===== config.mk =====
export PLATFORM = sky130hd
export DESIGN_NAME = multicycle_control
export DESIGN_NICKNAME = d
export VERILOG_FILES = /design/src/rtl/mips_ctrl_pkg.sv /design/src/rtl/mc_output_decode.sv /design/src/rtl/multicycle_control.sv
export SDC_FILE = /design/constraint.sdc
export NUM_CORES = 1
export LEC_CHECK = 0
export BUFFER_PORTS_ARGS = -buffer_cell sky130_fd_sc_hd__buf_2
export CORE_ASPECT_RATIO = 1.5
export CORE_MARGIN = 10
export CORE_UTILIZATION = 50
export DETAILED_ROUTE_END_ITERATION = 10
export PLACE_DENSITY = 0.78
export SYNTH_ARGS = -nofsm -noshare
export SYNTH_HDL_FRONTEND = slang
export SYNTH_SLANG_ARGS = --single-unit

===== constraint.sdc =====
create_clock -name clk -period 1.75 [get_ports clk]
set_input_delay 0.175 -clock clk [delete_from_list [all_inputs] [get_ports clk]]
set_output_delay 0.175 -clock clk [all_outputs]
set_load 0.03 [all_outputs]

===== src/rtl/mips_ctrl_pkg.sv =====
// Shared definitions for the multicycle MIPS control unit.
// Holds the opcode constants, the state encoding, the ALU, ALUSrcB, PCSrc and
// fault-code encodings, and the packed bundle of control outputs that the
// output decoder hands to the top level.
package mips_ctrl_pkg;

  // Instruction[31:26] values that the control unit recognises.
  localparam logic [5:0] OP_RTYPE = 6'b000000;
  localparam logic [5:0] OP_LW    = 6'b100011;
  localparam logic [5:0] OP_SW    = 6'b101011;
  localparam logic [5:0] OP_ADDI  = 6'b001000;
  localparam logic [5:0] OP_BEQ   = 6'b000100;
  localparam logic [5:0] OP_J     = 6'b000010;

  // State encoding. Codes 12-14 are unused; the FSM treats them as illegal.
  typedef enum logic [3:0] {
    S_FETCH   = 4'd0,
    S_DECODE  = 4'd1,
    S_MEMADR  = 4'd2,
    S_MEMRD   = 4'd3,
    S_MEMWB   = 4'd4,
    S_MEMWR   = 4'd5,
    S_EXECUTE = 4'd6,
    S_ALUWB   = 4'd7,
    S_BRANCH  = 4'd8,
    S_ADDIEX  = 4'd9,
    S_ADDIWB  = 4'd10,
    S_JUMP    = 4'd11,
    S_HALT    = 4'd15
  } state_e;

  localparam logic [1:0] ALUOP_ADD   = 2'b00;
  localparam logic [1:0] ALUOP_SUB   = 2'b01;
  localparam logic [1:0] ALUOP_FUNCT = 2'b10;

  localparam logic [1:0] SRCB_REG     = 2'b00;
  localparam logic [1:0] SRCB_FOUR    = 2'b01;
  localparam logic [1:0] SRCB_IMM     = 2'b10;
  localparam logic [1:0] SRCB_IMM_SH2 = 2'b11;

  localparam logic [1:0] PCSRC_ALU    = 2'b00;
  localparam logic [1:0] PCSRC_ALUOUT = 2'b01;
  localparam logic [1:0] PCSRC_JUMP   = 2'b10;

  localparam logic [1:0] FAULT_NONE    = 2'b00;
  localparam logic [1:0] FAULT_ILLEGAL = 2'b01;
  localparam logic [1:0] FAULT_TIMEOUT = 2'b10;

  // Every datapath control line driven from the current state.
  typedef struct packed {
    logic       pc_write;
    logic       pc_write_cond;
    logic [1:0] pc_src;
    logic       i_or_d;
    logic       mem_read;
    logic       mem_write;
    logic       ir_write;
    logic       reg_dst;
    logic       mem_to_reg;
    logic       reg_write;
    logic       alu_src_a;
    logic [1:0] alu_src_b;
    logic [1:0] alu_op;
    logic       instr_done;
    logic       fault;
  } ctrl_t;

endpackage


===== src/rtl/mc_output_decode.sv =====
// Combinational control-output decoder for the multicycle MIPS controller.
// Ports:
//   state_i     - current FSM state
//   mem_ready_i - memory handshake; qualifies IRWrite/PCWrite in FETCH and
//                 instr_done in MEMWR
//   rst_n_i     - active-low reset; while low every output is 0
//   ctrl_o      - all datapath control lines plus instr_done and fault
// Any line not set for a state stays 0, so the HALT state drives no strobes.
module mc_output_decode
  import mips_ctrl_pkg::*;
(
  input  state_e state_i,
  input  logic   mem_ready_i,
  input  logic   rst_n_i,
  output ctrl_t  ctrl_o
);

  always_comb begin
    ctrl_o = '0;
    if (rst_n_i) begin
      case (state_i)
        S_FETCH: begin
          ctrl_o.mem_read  = 1'b1;
          ctrl_o.alu_src_b = SRCB_FOUR;
          // IR and PC load only on the cycle the fetch actually completes.
          ctrl_o.ir_write  = mem_ready_i;
          ctrl_o.pc_write  = mem_ready_i;
        end
        S_DECODE: ctrl_o.alu_src_b = SRCB_IMM_SH2;
        S_MEMADR: begin
          ctrl_o.alu_src_a = 1'b1;
          ctrl_o.alu_src_b = SRCB_IMM;
        end
        S_MEMRD: begin
          ctrl_o.mem_read = 1'b1;
          ctrl_o.i_or_d   = 1'b1;
        end
        S_MEMWB: begin
          ctrl_o.mem_to_reg = 1'b1;
          ctrl_o.reg_write  = 1'b1;
          ctrl_o.instr_done = 1'b1;
        end
        S_MEMWR: begin
          ctrl_o.mem_write  = 1'b1;
          ctrl_o.i_or_d     = 1'b1;
          ctrl_o.instr_done = mem_ready_i;
        end
        S_EXECUTE: begin
          ctrl_o.alu_src_a = 1'b1;
          ctrl_o.alu_op    = ALUOP_FUNCT;
        end
        S_ALUWB: begin
          ctrl_o.reg_dst    = 1'b1;
          ctrl_o.reg_write  = 1'b1;
          ctrl_o.instr_done = 1'b1;
        end
        S_ADDIEX: begin
          ctrl_o.alu_src_a = 1'b1;
          ctrl_o.alu_src_b = SRCB_IMM;
        end
        S_ADDIWB: begin
          ctrl_o.reg_write  = 1'b1;
          ctrl_o.instr_done = 1'b1;
        end
        S_BRANCH: begin
          ctrl_o.alu_src_a     = 1'b1;
          ctrl_o.alu_op        = ALUOP_SUB;
          ctrl_o.pc_write_cond = 1'b1;
          ctrl_o.pc_src        = PCSRC_ALUOUT;
          ctrl_o.instr_done    = 1'b1;
        end
        S_JUMP: begin
          ctrl_o.pc_write   = 1'b1;
          ctrl_o.pc_src     = PCSRC_JUMP;
          ctrl_o.instr_done = 1'b1;
        end
        S_HALT:  ctrl_o.fault = 1'b1;
        default: ;
      endcase
    end
  end

endmodule


===== src/rtl/multicycle_control.sv =====
// Main control FSM of the multicycle MIPS datapath.
// Sequences fetch, decode, execute, memory and writeback for R-format, lw,
// sw, addi, beq and j. Illegal opcodes and memory timeouts park the FSM in a
// sticky HALT state that only reset leaves.
// Ports:
//   clk, rst_n        - rising-edge clock, synchronous active-low reset
//   opcode            - IR[31:26], consulted only in DECODE
//   mem_ready         - memory completes the current access this cycle
//   PCWrite..ALUOp    - datapath control lines
//   instr_done        - one-cycle pulse in the last cycle of an instruction
//   fault, fault_code - HALT indication and its cause
//   state             - current state encoding for debug
// Memory handshake: in FETCH, MEMRD and MEMWR the access is held (strobes
// stay asserted) until a cycle with mem_ready=1; that cycle completes the
// access and the FSM advances on the following edge. Every mem_ready=0 cycle
// in those states counts toward the watchdog, and the count clears whenever
// the state changes.
module multicycle_control
  import mips_ctrl_pkg::*;
#(
  parameter int MAX_WAIT = 15
) (
  input  logic       clk,
  input  logic       rst_n,
  input  logic [5:0] opcode,
  input  logic       mem_ready,
  output logic       PCWrite,
  output logic       PCWriteCond,
  output logic [1:0] PCSrc,
  output logic       IorD,
  output logic       MemRead,
  output logic       MemWrite,
  output logic       IRWrite,
  output logic       RegDst,
  output logic       MemToReg,
  output logic       RegWrite,
  output logic       ALUSrcA,
  output logic [1:0] ALUSrcB,
  output logic [1:0] ALUOp,
  output logic       instr_done,
  output logic       fault,
  output logic [1:0] fault_code,
  output logic [3:0] state
);

  localparam int WCW = ($clog2(MAX_WAIT + 1) < 1) ? 1 : $clog2(MAX_WAIT + 1);
  localparam logic [WCW-1:0] WAIT_LIMIT = WCW'(MAX_WAIT);

  state_e           state_q, state_d;
  logic [WCW-1:0]   wait_cnt_q, wait_cnt_d;
  logic [1:0]       fault_code_q, fault_code_d;
  // lw/sw choice captured in DECODE so MEMADR never looks at opcode again.
  logic             is_store_q, is_store_d;
  logic             in_mem_state;
  ctrl_t            ctrl;

  always_comb begin
    state_d      = state_q;
    wait_cnt_d   = wait_cnt_q;
    fault_code_d = fault_code_q;
    is_store_d   = is_store_q;
    in_mem_state = (state_q == S_FETCH) || (state_q == S_MEMRD) ||
                   (state_q == S_MEMWR);

    case (state_q)
      S_FETCH: if (mem_ready) state_d = S_DECODE;
      S_DECODE: begin
        is_store_d = (opcode == OP_SW);
        case (opcode)
          OP_RTYPE:     state_d = S_EXECUTE;
          OP_LW, OP_SW: state_d = S_MEMADR;
          OP_ADDI:      state_d = S_ADDIEX;
          OP_BEQ:       state_d = S_BRANCH;
          OP_J:         state_d = S_JUMP;
          default: begin
            state_d      = S_HALT;
            fault_code_d = FAULT_ILLEGAL;
          end
        endcase
      end
      S_MEMADR:  state_d = is_store_q ? S_MEMWR : S_MEMRD;
      S_MEMRD:   if (mem_ready) state_d = S_MEMWB;
      S_MEMWR:   if (mem_ready) state_d = S_FETCH;
      S_EXECUTE: state_d = S_ALUWB;
      S_ADDIEX:  state_d = S_ADDIWB;
      S_MEMWB, S_ALUWB, S_ADDIWB, S_BRANCH, S_JUMP: state_d = S_FETCH;
      S_HALT:    ;
      default: begin
        state_d      = S_HALT;
        fault_code_d = FAULT_ILLEGAL;
      end
    endcase

    // Watchdog: the counter saturates at WAIT_LIMIT because reaching it with
    // another stalled cycle forces HALT instead of incrementing.
    if (in_mem_state && !mem_ready) begin
      if (wait_cnt_q == WAIT_LIMIT) begin
        state_d      = S_HALT;
        fault_code_d = FAULT_TIMEOUT;
      end else begin
        wait_cnt_d = wait_cnt_q + 1'b1;
      end
    end

    if (state_d != state_q) wait_cnt_d = '0;
  end

  always_ff @(posedge clk) begin
    if (!rst_n) begin
      state_q      <= S_FETCH;
      wait_cnt_q   <= '0;
      fault_code_q <= FAULT_NONE;
      is_store_q   <= 1'b0;
    end else begin
      state_q      <= state_d;
      wait_cnt_q   <= wait_cnt_d;
      fault_code_q <= fault_code_d;
      is_store_q   <= is_store_d;
    end
  end

  mc_output_decode u_output_decode (
    .state_i     (state_q),
    .mem_ready_i (mem_ready),
    .rst_n_i     (rst_n),
    .ctrl_o      (ctrl)
  );

  assign PCWrite     = ctrl.pc_write;
  assign PCWriteCond = ctrl.pc_write_cond;
  assign PCSrc       = ctrl.pc_src;
  assign IorD        = ctrl.i_or_d;
  assign MemRead     = ctrl.mem_read;
  assign MemWrite    = ctrl.mem_write;
  assign IRWrite     = ctrl.ir_write;
  assign RegDst      = ctrl.reg_dst;
  assign MemToReg    = ctrl.mem_to_reg;
  assign RegWrite    = ctrl.reg_write;
  assign ALUSrcA     = ctrl.alu_src_a;
  assign ALUSrcB     = ctrl.alu_src_b;
  assign ALUOp       = ctrl.alu_op;
  assign instr_done  = ctrl.instr_done;
  assign fault       = ctrl.fault;
  assign fault_code  = rst_n ? fault_code_q : FAULT_NONE;
  assign state       = rst_n ? state_q : 4'd0;

endmodule


==> results of run 1 <==
[registers in the layout, indices dropped and copies added, names as in the netlist]
name	count
wait_cnt_q	4
is_store_q	1
state_q	4
fault_code_q	2
[Yosys cell counts (2+ instances only)]
master                      n  share of area (%)
sky130_fd_sc_hd__dfxtp_1   11                 19
sky130_fd_sc_hd__nand2_1   15                4.9
sky130_fd_sc_hd__nor2_1    27                8.9
sky130_fd_sc_hd__and3_1     3                1.6
sky130_fd_sc_hd__buf_2      6                2.6
sky130_fd_sc_hd__and2_1     4                2.2
sky130_fd_sc_hd__o21ai_1    6                2.6
sky130_fd_sc_hd__o21ai_0    4                1.8
sky130_fd_sc_hd__a22oi_1    2                1.3
sky130_fd_sc_hd__nand2b_1   3                1.6
sky130_fd_sc_hd__nand3_1    4                1.8
sky130_fd_sc_hd__a211oi_1   2                1.3
sky130_fd_sc_hd__or2_1      2                1.1
sky130_fd_sc_hd__a21oi_1   14                6.1
sky130_fd_sc_hd__nor4_1     7                3.8
sky130_fd_sc_hd__nor4_2     2                2.2
sky130_fd_sc_hd__clkbuf_1   4                1.3
sky130_fd_sc_hd__a31oi_1    4                2.2
sky130_fd_sc_hd__xor2_1     4                3.1
sky130_fd_sc_hd__nor2b_1    2                1.1
sky130_fd_sc_hd__o211a_1    2                1.8
sky130_fd_sc_hd__mux2i_1    2                1.8
sky130_fd_sc_hd__buf_4      3                2.0
sky130_fd_sc_hd__inv_1      7                2.3
sky130_fd_sc_hd__nor3_1     7                3.1
[report_power, final]
part           switching (mW)  internal [mW]  total [mW]
clock                  0.0895         0.0880       0.178
sequential              0.134          0.331       0.464
combinational            1.11          0.615        1.73
total                    1.33           1.03        2.37
[area by class of cell]
type                            count  share of cell area [%]
Clock buffer                        4                   1.834
Tap cell                           23                   2.009
Inverter                            8                   2.271
Timing Repair Buffer               40                   15.90
Sequential cell                    11                   16.42
Multi-Input combinational cell    138                   61.57
[per-stage QoR]
step | setup WS, ns | hold slack, ns | setup TNS, ns | total power [mW] | instances
floorplan | -0.07656 | 0.3269 | -0.07656 | 1.648 | 171
global placement | 0.05887 | 0.4709 | 0 | 2.035 | 219
detailed placement | 0.02078 | 0.4807 | 0 | 2.043 | 219
CTS | 0.001726 | 0.2167 | 0 | 2.242 | 223
global route | -0.0007034 | 0.2300 | -0.0007034 | 2.538 | 224
finish | 0.06429 | 0.2111 | 0 | 2.367 | 224
[what timing repair did]
item	in CTS	in global routing
pin swaps	0	2
endpoints found under the setup margin	14	15
setup buffers	0	1
resized for setup	5	20
[metal layers]
layer	GRT usage [%]	up-vias
li1	-	670
met1	17.28	637
met2	26.37	78
met3	4.992	8
met4	7.143	0
met5	0	-
[worst min-delay path, cell delays in order]
cell and delay, ns:
sky130_fd_sc_hd__buf_2 0.13, sky130_fd_sc_hd__nand3_1 0.07, sky130_fd_sc_hd__a21oi_1 0.06
[worst paths after layout]
| path | startpoint | to | cells after the start |
|---|---|---|---|
| max | state_q[0] | ALUSrcA | 7 |
| min | opcode[3] | is_store_q | 3 |
| max reg2reg | state_q[2] | wait_cnt_q[0] | 5 |
| min reg2reg | fault_code_q[0] | fault_code_q[0] | 1 |
[cell families after synthesis]
| group | Yosys count |
|---|---|
| flip-flops | 11 |
| AND/OR/NAND/NOR | 84 |
| adder cells (fa/ha/maj) | 1 |
| AO/OA/AOI/OAI | 46 |
| XOR/XNOR | 5 |
| buffers and inverters | 22 |
| multiplexers | 2 |
==> impl_metrics.py, run 1 <==
metrics = {
    "outcome": {
        "status": "completed",
    },
    "critical_path": {
        "kind_of_cell_with_the_highest_combined_delay_on_the_critical_path": "buffers and inverters",
        "critical_path_arrival_ns": 1.51,
        "timing.critical_path.cells": "buf_4 > inv_4 > nand2_1 > nor2_2 > a31oi_1 > nor2_1 > clkbuf_4",
        "regToRegSetupSlack_ns": 0.09,
        "timing_worst_setup_path_type": "flop to primary output",
        "crit_path_end_kind": "primary output",
        "crit_path_top_delay_cell": "sky130_fd_sc_hd__dfxtp_2",
        "critPathMaxStageDelay_ns": 0.37,
        "worst_ep_required_time_ns": 1.57,
        "worst_setup_path_start_kind": "flop",
        "cp_max_fo": 8,
        "critPathBufInv": 3,
    },
    "layout": {
        "layout.cells.most_common_list": "29 x sky130_fd_sc_hd__buf_2, 25 x sky130_fd_sc_hd__nor2_1, 15 x sky130_fd_sc_hd__nand2_1",
        "drive_above_1_share_pct": 33.83,
        "layout.filler_cells": 198,
        "multiInputGateArea_um2": 882.1,
        "layout_commonest_cell": "sky130_fd_sc_hd__buf_2",
        "stdcell_area_um2": 1433,
        "utilization_pct": 64.91,
        "area_delta_synth_final_pct": 25.55,
        "seqCellArea_um2": 235.2,
        "final_net_count": 212,
        "n_antenna_cell": 0,
    },
    "sta": {
        "achievable-frequency_mhz": 593.2,
        "final_hold_viol_count": 0,
        "period_share_pct": 96.33,
        "timing.clock.skew_ns": 0.01402,
        "fin_crit_ns": 1.686,
        "maxSlewHeadroom_pct": 64.32,
        "worst_pin_slew_ns": 0.5345,
        "drv_slew": 0,
        "setup_viol": 0,
    },
    "floorplanning": {
        "dieHeight_um": 78.51,
        "die_area_um2": 4632,
        "start_util_pct": 51.70,
        "die_w_um": 59.01,
        "core-area_um2": 2207,
        "num_rows": 21,
        "design.portCount": 33,
    },
    "yosys": {
        "area_fraction_in_compound_gates_after_synthesis_pct": 26.64,
        "ys_seq_elements": 11,
        "synth_seq_area_share_pct": 19.30,
        "syn-mean-instance-area_um2": 6.673,
        "yosys_synthesis_warning_count": 0,
        "synth_flop_cell": "sky130_fd_sc_hd__dfxtp_1",
        "synthesis.area_um2": 1141,
        "xor_and_xnor_fraction_of_the_mapped_netlist_area_pct": 3.838,
        "post_synth_inst_count": 171,
        "synthAdderAreaFrac_pct": 1.096,
        "synth-edff-count": 0,
        "synth_async_sr_flop_share_pct": 0,
        "synthMuxAreaShare_pct": 1.754,
        "synth.distinct_cells": 49,
        "number_of_nets_in_the_synthesized_netlist": 181,
        "main_combinational_cell_family_by_area_after_synthesis": "simple AND/OR/NAND/NOR gates",
        "synth_area_in_simple_gates_pct": 37.83,
    },
    "clocking": {
        "cts.path.max_buffers": 2,
        "clock-sinks": 11,
        "ctsRootBufferMaster": "sky130_fd_sc_hd__clkbuf_4",
        "tritoncts": "done",
        "clock_insertion_delay_worst_skew_ns": 0.27,
        "cts.clk_slew.worst_paths_ns": 0.08,
        "cts_max_level": 1,
        "cts_hold_repair_buffers": 0,
        "total_clock_buffers_created_by_cts": 3,
    },
    "detailed_routing": {
        "dr.first_iter.drc_count": 74,
        "firstDrtPassIters": 4,
        "top_layer": "met4",
        "drc": 0,
        "route.layer.met1.wl_mm": 1.475,
        "average_via_count_per_standard_cell": 6.219,
        "detail_route.wirelength_mm": 3.757,
        "route.met3.wl_um": 339,
        "dr_total_vias": 1393,
        "ant_nets": 0,
        "routed_wire_length_per_instance_um": 16.77,
        "detailroute.wirelength.met2_mm": 1.883,
    },
    "place": {
        "placed_cell_area_um2": 1331,
        "finalWeightedCongestion": 0.9233,
        "hpwlAfterDp_mm": 2.964,
        "buffers_on_ports": 32,
    },
    "global_routing": {
        "gr-total-overflow": 0,
        "grt_max_degree": 16,
        "first_global_vias": 1425,
        "antenna_found_initial": 0,
        "grtUsageTotal_pct": 15.75,
        "grt_first_pass_wirelength_mm": 6.189,
    },
    "power_and_ir_drop": {
        "power.density_cell_area_nw_per_um2": 1652,
        "ir_drop_mv": 1.200,
        "p_leak_nw": 0.6345,
    },
    "job": {
        "max_cap_viol_count": 0,
    },
    "min_path": {
        "timing.hold.worst.class": "input pin to flop",
    },
}
(Power assumes the default switching activity.)
==> run 2: changes to the inputs <==
- CORE_ASPECT_RATIO: 1.5 -> 1.25
- CTS_BUF_LIST: not set -> sky130_fd_sc_hd__clkbuf_2
- CTS_CLUSTER_DIAMETER: not set -> 30
==> impl_metrics.py, run 2 (synthesized netlist as in run 1, its figures left out) <==
metrics = {
    "global_routing": {
        "grt_max_degree": 14,
        "gr-total-overflow": 0,
        "grtUsageTotal_pct": 15.88,
        "grt_first_pass_wirelength_mm": 6.196,
        "first_global_vias": 1420,
        "antenna_found_initial": 0,
    },
    "power_and_ir_drop": {
        "p_int_mw": 1.064,
        "ir_drop_mv": 1.089,
        "power_frac_clock_pct": 6.0,
        "power.combinational.fraction_pct": 74.0,
        "swShare_pct": 56.51,
        "power.sequential.fraction_pct": 20.0,
        "power.density_cell_area_nw_per_um2": 1624,
        "p_leak_nw": 0.6711,
        "switching_power_mw": 1.383,
    },
    "layout": {
        "layout.filler_cells": 203,
        "n_antenna_cell": 0,
        "layout.cells.most_common_list": "27 x sky130_fd_sc_hd__buf_2, 26 x sky130_fd_sc_hd__nor2_1, 15 x sky130_fd_sc_hd__nand2_1, 15 x sky130_fd_sc_hd__buf_4, 14 x sky130_fd_sc_hd__a21oi_1",
        "post_layout_nonfiller_instances": 239,
        "reg_top3": "state_q (4), wait_cnt_q (4), fault_code_q (2)",
        "final_net_count": 219,
        "drive_above_1_share_pct": 37.02,
        "layout_commonest_cell": "sky130_fd_sc_hd__buf_2",
        "area_delta_synth_final_pct": 32.02,
    },
    "floorplanning": {
        "dieHeight_um": 73.41,
        "start_util_pct": 52.17,
        "core-area_um2": 2187,
        "die_area_um2": 4605,
        "die_w_um": 62.73,
        "num_rows": 19,
        "design.portCount": 33,
    },
    "detailed_routing": {
        "average_via_count_per_standard_cell": 6.230,
        "detail_route.wirelength_mm": 4.020,
        "dr_total_vias": 1489,
        "routed_wire_length_per_instance_um": 16.82,
        "firstDrtPassIters": 4,
        "dr.first_iter.drc_count": 72,
        "ant_nets": 0,
        "drc": 0,
    },
    "job": {
        "max_cap_viol_count": 0,
    },
    "clocking": {
        "ctsRootBufferMaster": "sky130_fd_sc_hd__clkbuf_2",
        "total_clock_buffers_created_by_cts": 3,
        "clock_insertion_delay_worst_skew_ns": 0.27,
        "cts_max_level": 1,
        "cts.path.max_buffers": 2,
        "tritoncts": "done",
        "clock-sinks": 11,
        "cts.clk_slew.worst_paths_ns": 0.11,
        "cts_hold_repair_buffers": 0,
    },
    "sta": {
        "worst_pin_slew_ns": 0.4469,
        "drv_slew": 0,
        "final_hold_viol_count": 0,
        "worst_slack_ns": -0.02270,
        "period_share_pct": 101.3,
        "achievable-frequency_mhz": 564.1,
        "setup_viol": 4,
        "fin_crit_ns": 1.773,
        "fin_worst_hold_slack_ns": 0.2058,
        "maxSlewHeadroom_pct": 70.18,
        "timing.clock.skew_ns": 0.008375,
    },
    "critical_path": {
        "crit_path_end_kind": "flop",
        "timing.critical_path.cells": "ha_4 > nand4b_1 > nor4_2 > a31oi_1 > a21oi_2 > nor4_2",
        "cp_max_fo": 5,
        "critical_path_arrival_ns": 1.92,
        "path_common_cell": "sky130_fd_sc_hd__nor4_2",
        "worst_ep_required_time_ns": 1.89,
        "timing_worst_setup_path_type": "flop to flop",
        "critPathMaxStageDelay_ns": 0.46,
        "worst_setup_path_start_kind": "flop",
        "crit_path_top_delay_cell": "sky130_fd_sc_hd__nor4_2",
    },
    "place": {
        "buffers_on_ports": 32,
        "hpwlAfterDp_mm": 2.972,
        "post-place-cells": 229,
        "finalWeightedCongestion": 0.9523,
    },
    "outcome": {
        "violations": "negative setup slack",
        "status": "finished with violations",
    },
    "min_path": {
        "timing.hold.worst.class": "input pin to flop",
    },
}
## run 2: power by group through the flow
stage                     Clock, mW  Sequential (mW)  Combinational [mW]
after floorplan                   0            0.334                1.31
after global placement            0            0.438                1.60
after detailed placement          0            0.444                1.61
after CTS                     0.149            0.450                1.63
after global routing          0.166            0.502                1.95
final                         0.147            0.490                1.81
## run 2: repair_timing
| item | in CTS | in global routing |
|---|---|---|
| setup endpoints to repair | 15 | 14 |
| buffers inserted | 0 | 6 |
| pin swaps | 0 | 7 |
| gates resized for setup | 5 | 23 |
## run 2: critical path: cells and delay by family, from the launching register on
kind / cells / cell delay, ns
fa+ha+maj: 1 / 0.14
simple gates: 3 / 0.79
flops: 1 / 0.37
compound gates: 2 / 0.36
## run 2: cell type report
cell class                 count  area (um2)  area share [%]
clock buffer                   4       20.02           1.329
inverter                       8       30.03           1.993
multi-input combinational    138       894.6           59.39
sequential                    11       237.7           15.78
tap                           31       38.79           2.575
timing repair buffer          47       285.3           18.94
## run 2: metrics by stage
| step | worst slack [ns] | power, mW | TNS [ns] | utilization [%] | instance area [um2] |
|---|---|---|---|---|---|
| floorplan | -0.07656 | 1.648 | -0.07656 | - | 1169 |
| global placement | 0.04573 | 2.038 | 0 | 62.01 | 1356 |
| detailed placement | 0.01263 | 2.057 | 0 | 62.01 | 1356 |
| CTS | 0.003647 | 2.228 | 0 | 63.27 | 1384 |
| global route | -0.1381 | 2.618 | -0.6283 | 68.88 | 1506 |
| finish | -0.02270 | 2.447 | -0.07208 | 68.88 | 1506 |
## run 2: layer usage
layer	vias to the layer above	GRT usage [%]	part of all wire, %	wire length, um
li1	689	-	-	-
met1	683	16.08	37	1495
met2	96	27.17	48	1944
met3	21	5.015	11	432
met4	0	11.94	3.7	147
met5	-	0	0	0
## run 2: final timing paths
| path | cells after the start | endpoint | start | slack [ns] |
|---|---|---|---|---|
| max | 6 | wait_cnt_q[2] | wait_cnt_q[1] | -0.02 |
| min | 3 | is_store_q | opcode[3] | 0.21 |
| max reg2reg | 6 | wait_cnt_q[2] | wait_cnt_q[1] | -0.02 |
| min reg2reg | 2 | fault_code_q[1] | fault_code_q[1] | 0.49 |
